**src/rtl/comar_share_gen.sv**
```systemverilog
// comar_share_gen: Boolean share and fresh-randomness generator for a first-order masked-AND gadget.
//   clk, rst                : clock, synchronous active-high reset
//   in_valid/in_ready, a, b : unmasked operand pair handshake (in_ready combinational)
//   seed_valid, seed        : reseed request; a zero seed is replaced by a fixed constant
//   a0, a1, b0, b1          : registered Boolean shares of a and b
//   r0, r1, r_0..r_3        : registered fresh randomness bytes
//   out_valid               : registered pulse, one per accepted pair
//   res_valid               : out_valid delayed LATENCY cycles (gadget result valid)
module comar_share_gen #(
    parameter int          WIDTH   = 8,
    parameter logic [63:0] SEED    = 64'h0000_0000_0000_0001,
    parameter int          LATENCY = 3
) (
    input  logic             clk,
    input  logic             rst,
    input  logic             in_valid,
    output logic             in_ready,
    input  logic [WIDTH-1:0] a,
    input  logic [WIDTH-1:0] b,
    input  logic             seed_valid,
    input  logic [63:0]      seed,
    output logic [WIDTH-1:0] a0,
    output logic [WIDTH-1:0] a1,
    output logic [WIDTH-1:0] b0,
    output logic [WIDTH-1:0] b1,
    output logic [WIDTH-1:0] r0,
    output logic [WIDTH-1:0] r1,
    output logic [WIDTH-1:0] r_0,
    output logic [WIDTH-1:0] r_1,
    output logic [WIDTH-1:0] r_2,
    output logic [WIDTH-1:0] r_3,
    output logic             out_valid,
    output logic             res_valid
);
    localparam logic [63:0] ZERO_SUB = 64'h9E37_79B9_7F4A_7C15;

    typedef enum logic {WARMUP = 1'b0, RUN = 1'b1} state_t;

    function automatic logic [63:0] xs(input logic [63:0] v);
        logic [63:0] t;
        t = v ^ (v << 13);
        t = t ^ (t >> 7);
        t = t ^ (t << 17);
        return t;
    endfunction

    // xorshift has an all-zero fixed point, so a zero seed is never loaded
    function automatic logic [63:0] fix(input logic [63:0] v);
        return (v == 64'd0) ? ZERO_SUB : v;
    endfunction

    state_t             state_q, state_d;
    logic [1:0]         cnt_q, cnt_d;
    logic [63:0]        s_q, s_d;
    logic [WIDTH-1:0]   a0_q, a0_d, a1_q, a1_d, b0_q, b0_d, b1_q, b1_d;
    logic [WIDTH-1:0]   r0_q, r0_d, r1_q, r1_d;
    logic [WIDTH-1:0]   rr0_q, rr0_d, rr1_q, rr1_d, rr2_q, rr2_d, rr3_q, rr3_d;
    logic               out_valid_q, out_valid_d;
    logic [LATENCY-1:0] pipe_q, pipe_d;
    logic               run, acc;

    // rst gates in_ready so nothing is taken while the block is being reset
    assign run      = (state_q == RUN);
    assign in_ready = run && !seed_valid && !rst;
    assign acc      = in_valid && in_ready;

    always_ff @(posedge clk) begin
        if (rst) begin
            state_q     <= WARMUP;
            cnt_q       <= 2'd0;
            s_q         <= fix(SEED);
            a0_q        <= '0;
            a1_q        <= '0;
            b0_q        <= '0;
            b1_q        <= '0;
            r0_q        <= '0;
            r1_q        <= '0;
            rr0_q       <= '0;
            rr1_q       <= '0;
            rr2_q       <= '0;
            rr3_q       <= '0;
            out_valid_q <= 1'b0;
            pipe_q      <= '0;
        end else begin
            state_q     <= state_d;
            cnt_q       <= cnt_d;
            s_q         <= s_d;
            a0_q        <= a0_d;
            a1_q        <= a1_d;
            b0_q        <= b0_d;
            b1_q        <= b1_d;
            r0_q        <= r0_d;
            r1_q        <= r1_d;
            rr0_q       <= rr0_d;
            rr1_q       <= rr1_d;
            rr2_q       <= rr2_d;
            rr3_q       <= rr3_d;
            out_valid_q <= out_valid_d;
            pipe_q      <= pipe_d;
        end
    end

    // the PRNG advances every cycle in both states; reseed restarts warm-up
    always_comb begin
        s_d     = seed_valid ? fix(seed) : xs(s_q);
        cnt_d   = seed_valid ? 2'd0 : (run ? cnt_q : cnt_q + 2'd1);
        state_d = seed_valid ? WARMUP : ((!run && cnt_q == 2'd3) ? RUN : state_q);
    end

    // the top two PRNG bytes mask the operands, the low six feed the gadget
    always_comb begin
        r0_d        = run ? s_q[7:0]   : '0;
        r1_d        = run ? s_q[15:8]  : '0;
        rr0_d       = run ? s_q[23:16] : '0;
        rr1_d       = run ? s_q[31:24] : '0;
        rr2_d       = run ? s_q[39:32] : '0;
        rr3_d       = run ? s_q[47:40] : '0;
        a0_d        = acc ? a ^ s_q[55:48] : '0;
        a1_d        = acc ? s_q[55:48]     : '0;
        b0_d        = acc ? b ^ s_q[63:56] : '0;
        b1_d        = acc ? s_q[63:56]     : '0;
        out_valid_d = acc;
        pipe_d      = '0;
        pipe_d[0]   = out_valid_q;
        for (int i = 1; i < LATENCY; i++) pipe_d[i] = pipe_q[i-1];
    end

    assign a0        = a0_q;
    assign a1        = a1_q;
    assign b0        = b0_q;
    assign b1        = b1_q;
    assign r0        = r0_q;
    assign r1        = r1_q;
    assign r_0       = rr0_q;
    assign r_1       = rr1_q;
    assign r_2       = rr2_q;
    assign r_3       = rr3_q;
    assign out_valid = out_valid_q;
    assign res_valid = pipe_q[LATENCY-1];
endmodule

```
**config.mk**
```make
export PLATFORM = sky130hd
export DESIGN_NAME = comar_share_gen
export DESIGN_NICKNAME = d
export VERILOG_FILES = /design/src/rtl/comar_share_gen.sv
export SDC_FILE = /design/constraint.sdc
export NUM_CORES = 1
export LEC_CHECK = 0
export ABC_CLOCK_PERIOD_IN_PS = 2200
export CAP_MARGIN = 0
export CORE_ASPECT_RATIO = 2
export CORE_UTILIZATION = 45
export CTS_BUF_LIST = sky130_fd_sc_hd__clkbuf_2 sky130_fd_sc_hd__clkbuf_4 sky130_fd_sc_hd__clkbuf_8
export DETAILED_ROUTE_END_ITERATION = 12
export PLACE_DENSITY = 0.86
export SLEW_MARGIN = 20
export SYNTH_ARGS = -nofsm -noshare
export SYNTH_HDL_FRONTEND = slang
export SYNTH_SLANG_ARGS = --single-unit
```
**constraint.sdc**
```tcl
create_clock -name clk -period 2.2 [get_ports clk]
set_input_delay 0.44 -clock clk [delete_from_list [all_inputs] [get_ports clk]]
set_output_delay 0.44 -clock clk [all_outputs]
set_load 0.01 [all_outputs]
```
# == Word level (Yosys, flattened, before mapping) ==
# Cells that the tools add are included.
# totals
reg_bits,151
latch_bits,0
mem_bits_rw,0
romBits,0
in_bits,84
output_inout_bits,83
word_cells,37
n_memories,0
# classes
add_sub_neg,1
n_mul,0
div,0
n_lt_le_gt_ge,0
n_eq_ne,1
shift,0
muxes,2
bitwise_logic,7
reduce_logical,11
# ops
operator,n
$mux 64,2
$xor 64x64->64,2
$logic_not 64->1,1
$xor 64x57->64,1
$xor 8x8->8,2
$reduce_or 2->1,3
$logic_and 1x1->1,4
$logic_not 1->1,3
$add 2x1->2 const B,1
$eq 2x2->1 const B,1
$not 1->1,2

# == Longest topological paths before layout ==
# depth
ltp_word,6
ltp_mapped,7
ltp_nobuf,5

# == Worst setup path after synthesis ==
# OpenSTA, ideal clock, no wires.
# synth_path
path_type,input -> register
start,in seed[39]
end,reg s_q[40]
setup_time_ns,0.061
arrival_ns,1.817
t_required_ns,2.139
setup_slack_ns,0.323
path_stages,5
path_buffers,1
cell_sequence,nor4_1 nand4_1 o41ai_4 buf_6 o221a_1
# synth_via
elab_chain_len,3
# synth_lines
item,line_no,rtl
"start, declared",21,"input logic [63:0] seed,"
$logic_not 64->1,49,return (v == 64'd0) ? ZERO_SUB : v;
$mux 64,49,
$mux 64,105,s_d = seed_valid ? fix(seed) : xs(s_q);
"end signal, assigned",71,s_q <= fix(SEED);
"end, declared",54,"logic [63:0] s_q, s_d;"
# No other way between the ends.
# A chain may end at the register's enable or synchronous reset.

# == Worst setup path in the final report ==
# layout_path
start,in seed[5]
end,reg s_q[39]
# The elaborated chain is that of the path after synthesis.

==> impl_metrics.yaml <==
outcome:
  run_status: "finished clean"
timing:
  final_period_minus_worst_setup_slack_ns: 2.17
  timing.clock.skew_ns: 0.0163
  hold_violations: 0
  tightest_slew_ns: 0.564
  final.period_utilization_pct: 98.5
  timing.hold.ws_ns: 0.271
  slew_headroom_pct: 62.1
  rsz0062_at_grt: "false"
  max_freq_ghz: 0.462
  count_of_final_setup_violators: 0
  finalMaxSlewViolations: 0
floorplan:
  io-pin-count: 167
  die_height_um: 168
  die_area_um2: 14300
  fp-row-count: 60
  starting_utilization_of_the_core_area_pct: 46.2
  die_w_um: 85.1
  core-area_um2: 13400
pwr:
  power.density_cell_area_nw_per_um2: 1310
  power.share.combinational_pct: 49.6
  power.switching_mw: 4.47
  pwr-share-seq_pct: 33.3
  p_total_mw: 11.5
  vdd_drop_max_v: 0.000755
  total_leakage_power_nw: 3.38
  internal_power_mw: 7.06
  switching_share_pct: 38.8
  clockPowerShare_pct: 17.1
cts:
  clock_tree_from_tritoncts: "built"
  cts_made_buffers: 17
  postCtsSetupRepairBufs: 0
  numClockSinks: 151
  cts_root_buf: "clkbuf_8"
  h_tree_depth_reported_by_cts: 4
  clock_tree.buffer_depth: 2
  worst_skew_pair.late_latency_ns: 0.45
  hold_buffers: 0
  cts.reportedPaths.clkPinSlew_ns: 0.08
logic_synthesis:
  cell_types_occupying_the_most_area_after_synthesis: "dfxtp_1 (49%), xnor2_1 (20%), and2_1 (6.5%)"
  syn_area_um2: 6210
  yosys_reg_bits: 151
  avgSynthCellArea_um2: 10.6
  yosys.area.top_type: "dfxtp_1"
  syn-num-nets: 671
  ys_warn_count: 0
  post_synthesis_cell_count: 586
  library_cells_used_by_synthesis: 29
  synth_sequential_area_ratio_pct: 48.7
  synth.top_cell.area_share_pct: 48.7
setup_path:
  path_class: "primary input to flop"
  crit_fanout: 5
  setup.worst_path.end_class: "flop"
  arrival_time_of_the_worst_setup_path_ns: 2.51
  startpoint_type: "primary input"
  cp.required_ns: 2.55
cells_and_area:
  syn2layout_area_growth_pct: 41.2
  n_fill_cell: 1063
  layout_common_cells: "clkdlybuf4s50_1 (164), dfxtp_1 (151), xnor2_1 (142)"
  drive_above_1_share_pct: 12.7
  antennaDiodeCount: 0
  final_area_um2: 8770
  mostFrequentLayoutCell: "clkdlybuf4s50_1"
  finalNetCount: 887
routing:
  drt_first_iter_violations: 241
  route.detailed.wl_per_inst_um: 19.5
  first_pass_iters: 5
  post_drt_via_cell_ratio: 5.23
  detail-route-antenna-nets: 0
  wl_mm: 18.9
  drc_errors: 0
  vias: 5061
place:
  place_congestion: 0.911
  post-dp-hpwl_mm: 14.8
  placed_instance_area_um2: 8400
  io_buffer_count: 166
global_routing:
  globalRouteTotalUtil_pct: 27.5
  grt-ovfl-total: 0
  first_global_vias: 5391
  number_of_antenna_violations_at_the_first_check_in_global_routing: 0
  maximum_number_of_pins_on_one_net_before_global_route_repair: 49
  grt_first_pass_wirelength_mm: 29.4
min_path:
  min_path_type: "primary input to flop"
flow_run:
  drv_cap: 0
final timing paths:
check                           depth (start not counted)  slack (ns)       start   endpoint
worst max-delay path                                    7        0.03     seed[5]    s_q[39]
worst min-delay path                                    3        0.27  seed_valid        run
worst max register to register                          4        0.53     s_q[30]    s_q[36]
worst min register to register                          1        0.46   pipe_q[0]  pipe_q[1]
timing repair:
item                                    CTS  global route
endpoints found under the setup margin    2            17
gates resized for setup                   2             2
pin swaps                                 0             1
flip-flops by register name, summed over array words and instances (netlist names):
register and count:
b0 8, r1 8, r0 8, r_3 8, a1 8, run 1
pipe_q 3, r_2 8, a0 8, r_1 8, cnt_q 2, b1 8
r_0 8, s_q 64, out_valid 1
routing by layer:
metal	routed length, um	track usage [%]	up-vias
met5	0	0	-
met4	1130	18.0	0
met3	947	5.15	66
met2	10300	51.1	228
met1	6510	27.0	2376
li1	-	-	2391
critical path: stages:
cell and delay [ns]:
clkdlybuf4s50_1 0.50, nor4_1 0.34, buf_4 0.18, nand4_1 0.12, o41a_1 0.47, buf_4 0.17
a221oi_1 0.30
area by class of cell:
type	instances	area [um^2]	share of cell area, %
Inverter	13	48.8	0.556
Sequential cell	151	3020	34.5
Clock buffer	19	255	2.91
Tap cell	155	194	2.21
Timing Repair Buffer	225	2110	24.1
Clock inverter	11	103	1.17
Multi-Input combinational cell	394	3040	34.6
cells in the mapped netlist (all sizes together):
cell    number
nand2b       4
nor4        16
ha           1
a211oi      12
a221oi      10
clkbuf      24
mux2i        1
o21a         2
a21oi       12
nor2        38
nand2       13
o41ai        1
o211a        4
o221a       26
xnor3        2
nor3         3
o41a         1
xnor2      142
nand4        4
buf          4
xor2        33
dfxtp      151
nor2b        4
and2        65
inv         13
power by group through the flow:
| stage | clock, mW | sequential [mW] | combinational (mW) |
|---|---|---|---|
| after global routing | 2.12 | 3.87 | 6.20 |
| after detailed placement | 0 | 3.89 | 5.65 |
| after floorplan | 0 | 3.60 | 4.58 |
| after CTS | 2.00 | 3.83 | 5.71 |
| final | 1.97 | 3.84 | 5.71 |
| after global placement | 0 | 3.88 | 5.53 |
stage by stage:
step                      TNS (ns)  worst slack, ns  cells  util [%]
after floorplan                  0            0.323    586         -
after global placement      -15.32           -0.488    938      62.5
after detailed placement    -13.42           -0.455    938      62.5
after CTS                        0         0.000422    968      65.2
after global routing             0           0.0130    968      65.3
final                            0           0.0341    968      65.3
kinds of logic (layout without fill, tap and decap cells):
logic type / after synthesis / in the layout / synth area share (%)
buffers and inverters: 41 / 268 / 2.74
and+or+nand+nor: 147 / 147 / 12.8
AOI/OAI and AO/OA: 68 / 68 / 10.1
xor gates and xnor gates: 177 / 177 / 25.4
adders and majority gates: 1 / 1 / 0.201
muxes: 1 / 1 / 0.161
DFF: 151 / 151 / 48.7
Power figures use the tool's default switching activity.
